### src/rtl/sb_tx_packet_scheduler.sv
// Sideband TX packet scheduler: round-robin arbitration between two requesters, then
// 64-cycle word windows (LOAD + 63 SHIFT) per packet word followed by a GAP_UI idle gap.
module sb_tx_packet_scheduler #(
  parameter int unsigned GAP_UI = 32
) (
  input  logic        i_pll_clk,
  input  logic        i_rst,
  input  logic        i_req0_valid,
  input  logic        i_req1_valid,
  input  logic [63:0] i_req0_hdr,
  input  logic [63:0] i_req1_hdr,
  input  logic [63:0] i_req0_data,
  input  logic [63:0] i_req1_data,
  input  logic        i_req0_has_data,
  input  logic        i_req1_has_data,
  output logic        o_req0_ack,
  output logic        o_req1_ack,
  output logic [63:0] o_ser_data,
  output logic        o_ser_enable,
  output logic        o_ser_pack_finished,
  output logic        o_ser_last_pack,
  output logic        o_busy
);

  localparam logic [7:0] GapLast = 8'(GAP_UI);
  localparam logic [5:0] ShiftLast = 6'd63;

  typedef enum logic [1:0] {StIdle, StLoad, StShift, StGap} state_e;

  state_e      state_q, state_d;
  logic [5:0]  bit_cnt_q, bit_cnt_d;
  logic [7:0]  gap_cnt_q, gap_cnt_d;
  logic        second_word_q, second_word_d;
  logic [63:0] hdr_q, hdr_d;
  logic [63:0] data_q, data_d;
  logic        has_data_q, has_data_d;
  logic        prio_q, prio_d;
  logic        winner;

  logic        ack0_d, ack1_d;
  logic [63:0] ser_data_d;
  logic        ser_enable_d, pack_finished_d, last_pack_d, busy_d;

  always_comb begin
    state_d       = state_q;
    bit_cnt_d     = bit_cnt_q;
    gap_cnt_d     = gap_cnt_q;
    second_word_d = second_word_q;
    hdr_d         = hdr_q;
    data_d        = data_q;
    has_data_d    = has_data_q;
    prio_d        = prio_q;
    winner        = 1'b0;
    ack0_d        = 1'b0;
    ack1_d        = 1'b0;

    unique case (state_q)
      StIdle: begin
        if (i_req0_valid || i_req1_valid) begin
          // Pointer only decides a tie; a lone requester always wins.
          winner        = (i_req0_valid && i_req1_valid) ? prio_q : i_req1_valid;
          prio_d        = ~winner;
          state_d       = StLoad;
          second_word_d = 1'b0;
          bit_cnt_d     = 6'd0;
          gap_cnt_d     = 8'd0;
          if (winner) begin
            hdr_d      = i_req1_hdr;
            data_d     = i_req1_data;
            has_data_d = i_req1_has_data;
            ack1_d     = 1'b1;
          end else begin
            hdr_d      = i_req0_hdr;
            data_d     = i_req0_data;
            has_data_d = i_req0_has_data;
            ack0_d     = 1'b1;
          end
        end
      end
      StLoad: begin
        state_d   = StShift;
        bit_cnt_d = 6'd1;
      end
      StShift: begin
        if (bit_cnt_q == ShiftLast) begin
          bit_cnt_d = 6'd0;
          if (!second_word_q && has_data_q) begin
            state_d       = StLoad;
            second_word_d = 1'b1;
          end else begin
            state_d   = StGap;
            gap_cnt_d = 8'd1;
          end
        end else begin
          bit_cnt_d = bit_cnt_q + 6'd1;
        end
      end
      StGap: begin
        if (gap_cnt_q == GapLast) begin
          state_d   = StIdle;
          gap_cnt_d = 8'd0;
        end else begin
          gap_cnt_d = gap_cnt_q + 8'd1;
        end
      end
      default: state_d = StIdle;
    endcase
  end

  // Outputs are computed from next-state so they register alongside the state change.
  always_comb begin
    ser_enable_d    = (state_d == StLoad) || (state_d == StShift);
    ser_data_d      = 64'd0;
    if (state_d == StLoad) begin
      ser_data_d = second_word_d ? data_d : hdr_d;
    end else if (state_d == StShift) begin
      ser_data_d = o_ser_data;
    end
    pack_finished_d = (state_d == StShift) && (bit_cnt_d == ShiftLast);
    last_pack_d     = ser_enable_d && (second_word_d || !has_data_d);
    busy_d          = (state_d != StIdle);
  end

  always_ff @(posedge i_pll_clk or posedge i_rst) begin
    if (i_rst) begin
      state_q             <= StIdle;
      bit_cnt_q           <= 6'd0;
      gap_cnt_q           <= 8'd0;
      second_word_q       <= 1'b0;
      hdr_q               <= 64'd0;
      data_q              <= 64'd0;
      has_data_q          <= 1'b0;
      prio_q              <= 1'b0;
      o_req0_ack          <= 1'b0;
      o_req1_ack          <= 1'b0;
      o_ser_data          <= 64'd0;
      o_ser_enable        <= 1'b0;
      o_ser_pack_finished <= 1'b0;
      o_ser_last_pack     <= 1'b0;
      o_busy              <= 1'b0;
    end else begin
      state_q             <= state_d;
      bit_cnt_q           <= bit_cnt_d;
      gap_cnt_q           <= gap_cnt_d;
      second_word_q       <= second_word_d;
      hdr_q               <= hdr_d;
      data_q              <= data_d;
      has_data_q          <= has_data_d;
      prio_q              <= prio_d;
      o_req0_ack          <= ack0_d;
      o_req1_ack          <= ack1_d;
      o_ser_data          <= ser_data_d;
      o_ser_enable        <= ser_enable_d;
      o_ser_pack_finished <= pack_finished_d;
      o_ser_last_pack     <= last_pack_d;
      o_busy              <= busy_d;
    end
  end

endmodule
### config.mk
export PLATFORM = sky130hd
export DESIGN_NAME = sb_tx_packet_scheduler
export DESIGN_NICKNAME = d
export VERILOG_FILES = /design/src/rtl/sb_tx_packet_scheduler.sv
export SDC_FILE = /design/constraint.sdc
export NUM_CORES = 1
export LEC_CHECK = 0
export CAP_MARGIN = 20
export CORE_UTILIZATION = 53
export CTS_BUF_LIST = sky130_fd_sc_hd__clkbuf_4 sky130_fd_sc_hd__clkbuf_8 sky130_fd_sc_hd__clkbuf_16
export DETAILED_ROUTE_END_ITERATION = 10
export MAX_ROUTING_LAYER = met4
export PLACE_DENSITY_LB_ADDON = 0.12
export SYNTH_ARGS = -nofsm -noshare
export SYNTH_HDL_FRONTEND = slang
export SYNTH_SLANG_ARGS = --single-unit
### constraint.sdc
create_clock -name i_pll_clk -period 21.4 [get_ports i_pll_clk]
set_input_delay 5.35 -clock i_pll_clk [delete_from_list [all_inputs] [get_ports i_pll_clk]]
set_output_delay 5.35 -clock i_pll_clk [all_outputs]
set_load 0.03 [all_outputs]
==> qor.yml, run 1 <==
drc_errors: 0
fin_cells: 1782
reg2reg_setup_slack_ps: 17440
crit_required_ps: 21790
detail_route.wl_per_cell_um: 23.24
cts_tree: "yes"
maxCapViolations: 0
synth_edf_count: 0
vias_per_cell: 6.919
rows: 54
synth_nets: 1520
place_ws_ps: 12670
wl_um: 41410
synthToLayoutAreaGrowth_pct: 33.88
cp-start-kind: "input port"
grt_setup_unrepaired: "false"
r2r-start: "state_q[1]$_DFF_PP0_"
switching_power_uw: 479.7
power_frac_seq: 0.413
max_freq_mhz: 120.3
clkPwrFrac: 0.279
layout_commonest_cell: "clkdlybuf4s50_1"
synthArstFlopShare: 1.000
grt_overflow: 0
p_total_mw: 1.434
drt-pass1-iter-count: 5
fin_worst_skew_ps: 13.07
ys.warnings.count: 0
path_class: "input port to register"
post-place-cells: 1733
cts_inserted_buffers: 24
p_leak_nw: 7.302
nFillCells: 1664
hold_path_class: "register to register"
p_sw_frac: 0.3344
dp_hpwl_um: 25780
postCtsHoldBufs: 0
tightest_slew_ps: 1037
whs_path_depth: 1
finalSetupViolCount: 0
ys_ff_latch: 217
grt_max_degree: 150
power.density_nw_per_um2: 90.03
drtIter0Drc: 1212
synth_area_per_cell_um2: 9.513
post-route-min-period_ps: 8311
ys_types: 53
fp.dieW_um: 151.8
final.period_utilization: 0.3884
cts_resized: 0
final_cell_mix: "330 x clkdlybuf4s50_1, 216 x dfrtp_1, 136 x nand3_1, 72 x inv_1, 71 x nor2_1"
core_um2: 21890
io_buffers: 331
peakVddDrop_mv: 0.07519
r2r.worst_path.cells: 8
fp.dieH_um: 151.8
netlist_instances: 1251
grt_pass1_wl_um: 65780
start_util: 0.5436
dr_total_vias: 12330
grt_use_total: 0.3625
worstHoldEndpoint: "gap_cnt_q[7]$_DFFE_PP0P_"
r2r_end: "o_ser_data[50]$_DFFE_PP0P_"
setup_tns_ps: 0
grt_pass1_vias: 12100
status: "completed"
finalMaxSlewViolations: 0
arrival_ps: 8700
p_int_uw: 954.6
ys.flop_type: "dfrtp_1"
area.sequential_um2: 5431
power.share.combinational: 0.309
final_core_util: 0.7278
die_area_um2: 23060
setup_ws_ps: 13090
min_from: "gap_cnt_q[7]$_DFFE_PP0P_"
slew_headroom: 0.3088
cp-end-kind: "register"
nets: 1750
hold_violations: 0
clkSinkCount: 217
cts_max_level: 1
cp_max_fo: 71
clk_pin_slew_ps: 60
globalplace.congestion: 0.8879
clockBufferDepth: 3
antenna_found_initial: 5
ys_seq_area_frac: 0.4563
ant_nets: 0
io-pin-count: 332
synth_area_um2: 11900
postCtsSetupBuffers: 0
clk_root_buffer_cell: "clkbuf_16"
drive_above_1_share: 0.05478
insertion_delay_ps: 520
multi_input_area_um2: 5619
metal layers:
metal / share of wire / track usage / wire [um]
met1: 0.39 / 0.4711 / 16130
met5: 0 / - / 0
met3: 0.087 / 0.05419 / 3597
met4: 0.045 / 0.1662 / 1869
met2: 0.48 / 0.5615 / 19810
logic make-up (layout without fill, tap and decap cells):
| logic type | Yosys count | after routing | share of synthesized area |
|---|---|---|---|
| AO/OA/AOI/OAI | 426 | 426 | 0.2881 |
| AND/OR/NAND/NOR | 374 | 374 | 0.1661 |
| buffers and inverters | 221 | 467 | 0.07707 |
| flip-flops | 217 | 217 | 0.4563 |
| adder cells (fa/ha/maj) | 7 | 7 | 0.007360 |
| multiplexers | 5 | 5 | 0.004311 |
| XOR/XNOR | 1 | 1 | 0.0007361 |
| other | 0 | 5 | 0 |
registers in the layout (all words and copies together) (netlist names), 2 cells and up:
signal and cells:
bit_cnt_q 6, state_q 2, gap_cnt_q 8, hdr_q 64, o_ser_data 64, data_q 64
synthesized netlist by cell type (7+ instances only):
cell | number | area, um^2
nand3_1 | 136 | 680.7
buf_1 | 11 | 41.29
o2111ai_1 | 65 | 569.3
nor2_1 | 73 | 274.0
buf_2 | 37 | 185.2
nand2_1 | 12 | 45.04
a221oi_1 | 64 | 560.5
a21oi_1 | 68 | 340.3
clkbuf_1 | 93 | 349.1
o21ai_0 | 69 | 345.3
inv_1 | 73 | 274.0
dfrtp_1 | 217 | 5430
nand4_1 | 65 | 406.6
ha_1 | 7 | 87.58
a2111o_1 | 64 | 720.7
and3_1 | 67 | 419.2
a32o_1 | 65 | 650.6
stage by stage:
step	cell area (um^2)	hold WS [ps]
floorplan	11900	443.2
global placement	15130	464.8
detailed placement	15130	471.1
CTS	15880	475.0
global route	15930	494.1
finish	15930	480.1
worst max-delay path: stages:
cell and delay, ps:
buf_2 80, buf_4 660, or2_2 280, buf_4 630, nand2_2 650, buf_4 510
a221oi_1 320, inv_1 80
how the worst max path moves through the flow:
stage,start,to,slack (ps),cells after the start
after detailed placement,i_req1_valid,hdr_q[60]$_DFF_PP0_,12670,8
after CTS,i_req1_valid,hdr_q[55]$_DFF_PP0_,13210,8
after global placement,i_req1_valid,hdr_q[50]$_DFF_PP0_,12790,8
final,i_req1_valid,hdr_q[27]$_DFF_PP0_,13090,8
after global routing,i_req1_valid,hdr_q[57]$_DFF_PP0_,13000,8
after floorplan,i_rst,bit_cnt_q[0]$_DFF_PP0_,10110,1
power groups by stage:
stage | logic (mW) | clock network, mW | registers, mW
6_report | 0.443 | 0.400 | 0.592
5_1_grt | 0.491 | 0.420 | 0.604
4_1_cts | 0.437 | 0.403 | 0.590
3_5_place_dp | 0.433 | 0 | 0.594
3_3_place_gp | 0.415 | 0 | 0.589
2_1_floorplan | 0.301 | 0 | 0.577
final cells by class:
| class | instances | share of cell area |
|---|---|---|
| Clock buffer | 36 | 0.04484 |
| Clock inverter | 6 | 0.002278 |
| Antenna cell | 5 | 0.0007854 |
| Multi-Input combinational cell | 813 | 0.3527 |
| Tap cell | 280 | 0.02199 |
| Inverter | 73 | 0.01767 |
| Sequential cell | 217 | 0.3409 |
| Timing Repair Buffer | 352 | 0.2188 |
(Power assumes the default switching activity.)
==> run 2, diff against run 1 <==
--- a/config.mk
+++ b/config.mk
@@ -6,7 +6,7 @@
 export NUM_CORES = 1
 export LEC_CHECK = 0
 export CAP_MARGIN = 20
-export CORE_UTILIZATION = 53
+export CORE_UTILIZATION = 49
 export CTS_BUF_LIST = sky130_fd_sc_hd__clkbuf_4 sky130_fd_sc_hd__clkbuf_8 sky130_fd_sc_hd__clkbuf_16
 export DETAILED_ROUTE_END_ITERATION = 10
 export MAX_ROUTING_LAYER = met4
==> constraint.sdc (replaced) <==
create_clock -name i_pll_clk -period 7.9 [get_ports i_pll_clk]
set_input_delay 1.975 -clock i_pll_clk [delete_from_list [all_inputs] [get_ports i_pll_clk]]
set_output_delay 1.975 -clock i_pll_clk [all_outputs]
set_load 0.03 [all_outputs]
==> run 2 against run 1 <==
Compared with the run above: clock skew is 1.8 ps lower; setup slack got worse by 9900 ps; non-clock buffer count fell by 2; critical path type unchanged; worst hold slack worse by 7.5 ps; critical path depth up 2; total power grew to 2.7 times the previous value; via count down 1.9%; combinational power rose to 2.7 times the previous value; first-iteration DRC count is 3.2% lower; critical endpoint is now o_ser_data[2]$_DFFE_PP0P_; clock power rose to 2.9 times the previous value; highest routed layer unchanged.
==> qor.yml, run 2 (same netlist as run 1, synthesis figures left out) <==
rows: 56  # +3.7%
cp_max_fo: 71  # unchanged
cp-start-kind: "input port"
cts_tree: "yes"
cp-end-kind: "register"
max_freq_mhz: 210.7
clockBufferDepth: 3  # unchanged
clk_root_buffer_cell: "clkbuf_16"
peakVddDrop_mv: 0.1945  # +160%
reg_top3: "data_q (64), hdr_q (64), o_ser_data (64)"
fin_worst_skew_ps: 11.32  # -1.757 ps
grt_setup_unrepaired: "false"
hold_path_class: "register to register"
vias_per_cell: 6.641  # -4.0%
drc_errors: 0  # unchanged
start_util: 0.5040  # -0.03964
crit_chain: "buf_2 -> buf_4 -> nor2_4 -> nor2_1 -> nor3_1 -> ha_2 -> buf_4 -> nor2b_4 -> buf_4 -> a32o_1"
finalSetupViolCount: 0  # unchanged
fp.dieH_um: 157.8  # +3.9%
slew_headroom: 0.2667  # -0.04212
p_total_mw: 3.931  # +170%
layout_commonest_cell: "clkdlybuf4s50_1"
setup_tns_ps: 0  # unchanged
detail_route.wl_per_cell_um: 22.61  # -2.7%
postCtsSetupBuffers: 0  # unchanged
dr_total_vias: 12100  # -1.9%
tightest_slew_ps: 1095  # +58.07 ps
grt_pass1_vias: 11690  # -3.4%
grt_overflow: 0  # unchanged
post-route-min-period_ps: 4746
insertion_delay_ps: 520  # about the same
antenna_found_initial: 5  # unchanged
synthToLayoutAreaGrowth_pct: 34.84
drive_above_1_share: 0.05414  # -0.0006318
grt_max_degree: 227  # +51%
drt-pass1-iter-count: 7  # +2
finalMaxSlewViolations: 0  # unchanged
wl_um: 41190  # -0.53%
reg2reg_setup_slack_ps: 3640  # -13800 ps
final_cell_mix: "330 x clkdlybuf4s50_1, 216 x dfrtp_1, 136 x nand3_1, 72 x inv_1, 71 x nor2_1"
drtIter0Drc: 1173  # -3.2%
cts_max_level: 1  # unchanged
globalplace.congestion: 0.8681  # -2.2%
grt_pass1_wl_um: 63580  # -3.4%
place_ws_ps: 2598  # -10070 ps
ant_nets: 0  # unchanged
grt_use_total: 0.3383  # -0.02424
clkSinkCount: 217  # unchanged
arrival_ps: 5190  # -3510 ps
path_class: "input port to register"
crit_buf_inv: 4  # -1
maxCapViolations: 0  # unchanged
hold_violations: 0  # unchanged
io_buffers: 331  # unchanged
cp_slowest_stage_delay_ps: 710  # +50 ps
core_um2: 23610  # +7.9%
nFillCells: 1861  # +12%
cts_inserted_buffers: 24  # unchanged
cts_resized: 0  # unchanged
io-pin-count: 332  # unchanged
dp_hpwl_um: 25330  # -1.7%
die_area_um2: 24910  # +8.1%
nets: 1748  # -0.11%
p_leak_nw: 7.317  # +0.21%
fp.dieW_um: 157.8  # +3.9%
status: "completed"
critPathTopFamily: "buffers and inverters"
power.density_nw_per_um2: 245.0  # +170%
final.period_utilization: 0.6008
path_common_cell: "buf_4"
postCtsHoldBufs: 0  # unchanged
cp_slowest_cell: "nor2b_4"
clk_pin_slew_ps: 50  # about the same
crit_required_ps: 8340  # -13450 ps
setup_ws_ps: 3154  # -9935 ps
-- run 2: changes by cell type in the layout (fill, tap and decap cells not counted), sizes merged --
cell | before | now
diode | 5 | 7
buf | 22 | 20
bufinv | 0 | 1
inv | 74 | 72
clkinv | 5 | 3
clkbuf | 36 | 39
clkinvlp | 0 | 1
-- run 2: stage by stage --
| stage | util | cells | hold WS, ps | instance area (um^2) |
|---|---|---|---|---|
| 2_1_floorplan | - | 1251 | 443.2 | 11900 |
| 3_3_place_gp | 0.6439 | 1772 | 471.2 | 15200 |
| 3_5_place_dp | 0.6439 | 1772 | 469.6 | 15200 |
| 4_1_cts | 0.6788 | 1815 | 482.5 | 16030 |
| 5_1_grt | 0.6794 | 1820 | 503.6 | 16040 |
| 6_report | 0.6796 | 1822 | 472.6 | 16050 |
-- run 2: area by class of cell --
| class | instances | area (um^2) | area share |
|---|---|---|---|
| multi-input combinational | 813 | 5619 | 0.3502 |
| sequential | 217 | 5431 | 0.3385 |
| timing repair buffer | 350 | 3476 | 0.2166 |
| clock buffer | 39 | 780.7 | 0.04866 |
| tap | 319 | 399.1 | 0.02487 |
| inverter | 73 | 277.8 | 0.01731 |
| clock inverter | 4 | 45.04 | 0.002807 |
| antenna | 7 | 17.52 | 0.001092 |
-- run 2: metal layers --
layer	GRT usage	wire, um
met1	0.4568	16770
met4	0.1429	1523
met5	-	0
met3	0.05119	3736
met2	0.5074	19160
-- run 2: path summary, 6_finish.rpt --
path	from	end	cells past startpoint
setup / recovery	i_req1_valid	o_ser_data[2]$_DFFE_PP0P_	10
hold / removal	gap_cnt_q[7]$_DFFE_PP0P_	gap_cnt_q[7]$_DFFE_PP0P_	1
setup reg to reg	state_q[0]$_DFF_PP0_	o_ser_data[2]$_DFFE_PP0P_	8
hold reg to reg	gap_cnt_q[7]$_DFFE_PP0P_	gap_cnt_q[7]$_DFFE_PP0P_	1
max in group asynchronous	i_rst	second_word_q$_DFF_PP0_	4
min in group asynchronous	i_rst	hdr_q[48]$_DFF_PP0_	2
-- run 2: report_power, final --
part           switching (mW)  total, mW  internal [mW]  leakage [nW]
Combinational           0.654       1.18          0.528          4.04
Clock                   0.451       1.16          0.705         0.419
Sequential              0.165       1.59           1.43          2.86
Total                    1.27       3.93           2.66          7.32
==> run 3, diff against run 2 <==
==> constraint.sdc (replaced) <==
create_clock -name i_pll_clk -period 4.4 [get_ports i_pll_clk]
set_input_delay 1.1 -clock i_pll_clk [delete_from_list [all_inputs] [get_ports i_pll_clk]]
set_output_delay 1.1 -clock i_pll_clk [all_outputs]
set_load 0.03 [all_outputs]
==> run 3 against run 2 <==
Compared with the run above: critical path depth fell by 4; sequential share of layout area fell by 0.52 points; worst hold slack improved by 14 ps; combinational power rose by 83%; utilization rose by 1.1 points; die area did not move; clock power rose by 89%; via count rose by 2.1%; routed wire length rose by 3.4%; register-to-register slack got worse by 2400 ps; flip-flop and latch count did not move; critical path type unchanged.
==> qor.yml, run 3 (same netlist as run 1, synthesis figures left out) <==
status: "completed"
synthToLayoutAreaGrowth_pct: 36.94
tightest_slew_ps: 1101  # +5.703 ps
fin_cells: 1838  # +0.88%
postCtsSetupBuffers: 0  # unchanged
hold_path_class: "register to register"
io_buffers: 331  # unchanged
grt_use_total: 0.3505  # +0.01223
clk_root_buffer_cell: "clkbuf_16"
reg_top3: "data_q (64), hdr_q (64), o_ser_data (64)"
cts_tree: "yes"
crit_buf_inv: 3  # -1
cp-start-kind: "input port"
core_um2: 23610  # unchanged
wl_um: 42570  # +3.4%
gr-max-usage-layer: "met2"
final_cell_mix: "330 x clkdlybuf4s50_1, 216 x dfrtp_1, 136 x nand3_1, 72 x inv_1, 71 x nor2_1"
die_area_um2: 24910  # unchanged
postCtsHoldBufs: 0  # unchanged
drc_errors: 0  # unchanged
cts_resized: 0  # unchanged
drtIter0Drc: 1027  # -12%
finalMaxSlewViolations: 0  # unchanged
fin_worst_skew_ps: 23.58  # +12.26 ps
insertion_delay_ps: 540  # +20 ps
drive_above_1_share: 0.06415  # +0.01001
grt.met3_usage: 0.05886  # +0.007665
final_core_util: 0.6901  # +0.01055
finalSetupViolCount: 0  # unchanged
cts_inserted_buffers: 26  # +8.3%
fp.dieH_um: 157.8  # unchanged
grt_use_met2: 0.5515  # +0.04405
p_total_mw: 7.219  # +84%
vias_per_cell: 6.720  # +1.2%
start_util: 0.5040  # unchanged
grt_use_met1: 0.4527  # -0.004176
grt_pass1_vias: 12130  # +3.7%
post-route-min-period_ps: 3339
power.density_nw_per_um2: 443.0  # +81%
clockBufferDepth: 3  # unchanged
grt_pass1_wl_um: 65780  # +3.5%
max_freq_mhz: 299.5
hold_ws_ps: 487.0  # +14.46 ps
layout_commonest_cell: "clkdlybuf4s50_1"
cp_max_fo: 42  # -41%
dp_hpwl_um: 26680  # +5.3%
nFillCells: 1871  # +0.54%
rows: 56  # unchanged
slew_headroom: 0.2629  # -0.003819
p_leak_nw: 7.439  # +1.7%
cp-end-kind: "register"
grt_max_degree: 115  # -49%
nets: 1763  # +0.86%
post-place-cells: 1785  # +0.73%
fp.dieW_um: 157.8  # unchanged
critPathTopFamily: "simple AND/OR/NAND/NOR gates"
cts_max_level: 1  # unchanged
peakVddDrop_mv: 0.3416  # +76%
grt_overflow: 0  # unchanged
grt_setup_unrepaired: "false"
cp_slowest_stage_delay_ps: 640  # -70 ps
dr_total_vias: 12350  # +2.1%
path_class: "input port to register"
crit_required_ps: 4800  # -3540 ps
setup_tns_ps: 0  # unchanged
cp_slowest_cell: "clkdlybuf4s50_1"
ant_nets: 0  # unchanged
maxCapViolations: 0  # unchanged
drt-pass1-iter-count: 6  # -1
hold_violations: 0  # unchanged
globalplace.congestion: 0.8755  # +0.85%
antenna_found_initial: 4  # -1
io-pin-count: 332  # unchanged
crit_chain: "clkdlybuf4s50_1 -> or2_2 -> nand2_2 -> buf_12 -> a221oi_1 -> inv_1"
clkSinkCount: 217  # unchanged
arrival_ps: 3730  # -1460 ps
final.period_utilization: 0.7588
detail_route.wl_per_cell_um: 23.16  # +2.5%
clk_pin_slew_ps: 60  # about the same
==> run 3: layout make-up <==
cell class                      count  area, um^2  area share
Antenna cell                        7       17.52    0.001075
Clock buffer                       42       833.3     0.05114
Clock inverter                      4       56.30    0.003455
Inverter                           73       277.8     0.01705
Multi-Input combinational cell    813        5619      0.3448
Sequential cell                   217        5431      0.3333
Tap cell                          319       399.1     0.02449
Timing Repair Buffer              363        3661      0.2247
==> run 3: worst paths after layout <==
check / start / to / slack, ps / cells past startpoint
setup / recovery: i_req0_valid / hdr_q[7]$_DFF_PP0_ / 1060 / 6
hold / removal: gap_cnt_q[7]$_DFFE_PP0P_ / gap_cnt_q[7]$_DFFE_PP0P_ / 490 / 1
setup reg to reg: bit_cnt_q[0]$_DFF_PP0_ / o_ser_data[15]$_DFFE_PP0P_ / 1200 / 8
hold reg to reg: gap_cnt_q[7]$_DFFE_PP0P_ / gap_cnt_q[7]$_DFFE_PP0P_ / 490 / 1
max in group asynchronous: i_rst / data_q[28]$_DFF_PP0_ / 2490 / 3
min in group asynchronous: i_rst / o_ser_data[48]$_DFFE_PP0P_ / 1050 / 2
==> run 3: worst register-to-register path: stages, from the launching register on <==
cell and delay (ps):
dfrtp_1 450, ha_1 310, nand3_1 140, o31a_1 280, o22a_1 230, ha_2 210, nor2b_4 670, buf_4 580
a32o_1 260
==> run 3: metrics by stage <==
stage,worst slack (ps),instance area (um^2)
6_report,1061,16300
5_1_grt,921.9,16290
4_1_cts,1105,16280
3_5_place_dp,568.5,15390
3_3_place_gp,663.7,15390
2_1_floorplan,473.9,11900
==> run 3: layer usage <==
layer	vias up	share of wire
met2	708	0.47
met3	107	0.093
met5	-	0
li1	5428	-
met1	6109	0.40
met4	0	0.035
==> run 3: power by group <==
| group | total [mW] | switching (mW) | internal (mW) |
|---|---|---|---|
| combinational | 2.16 | 1.19 | 0.967 |
| clock | 2.19 | 0.846 | 1.35 |
| sequential | 2.87 | 0.302 | 2.56 |
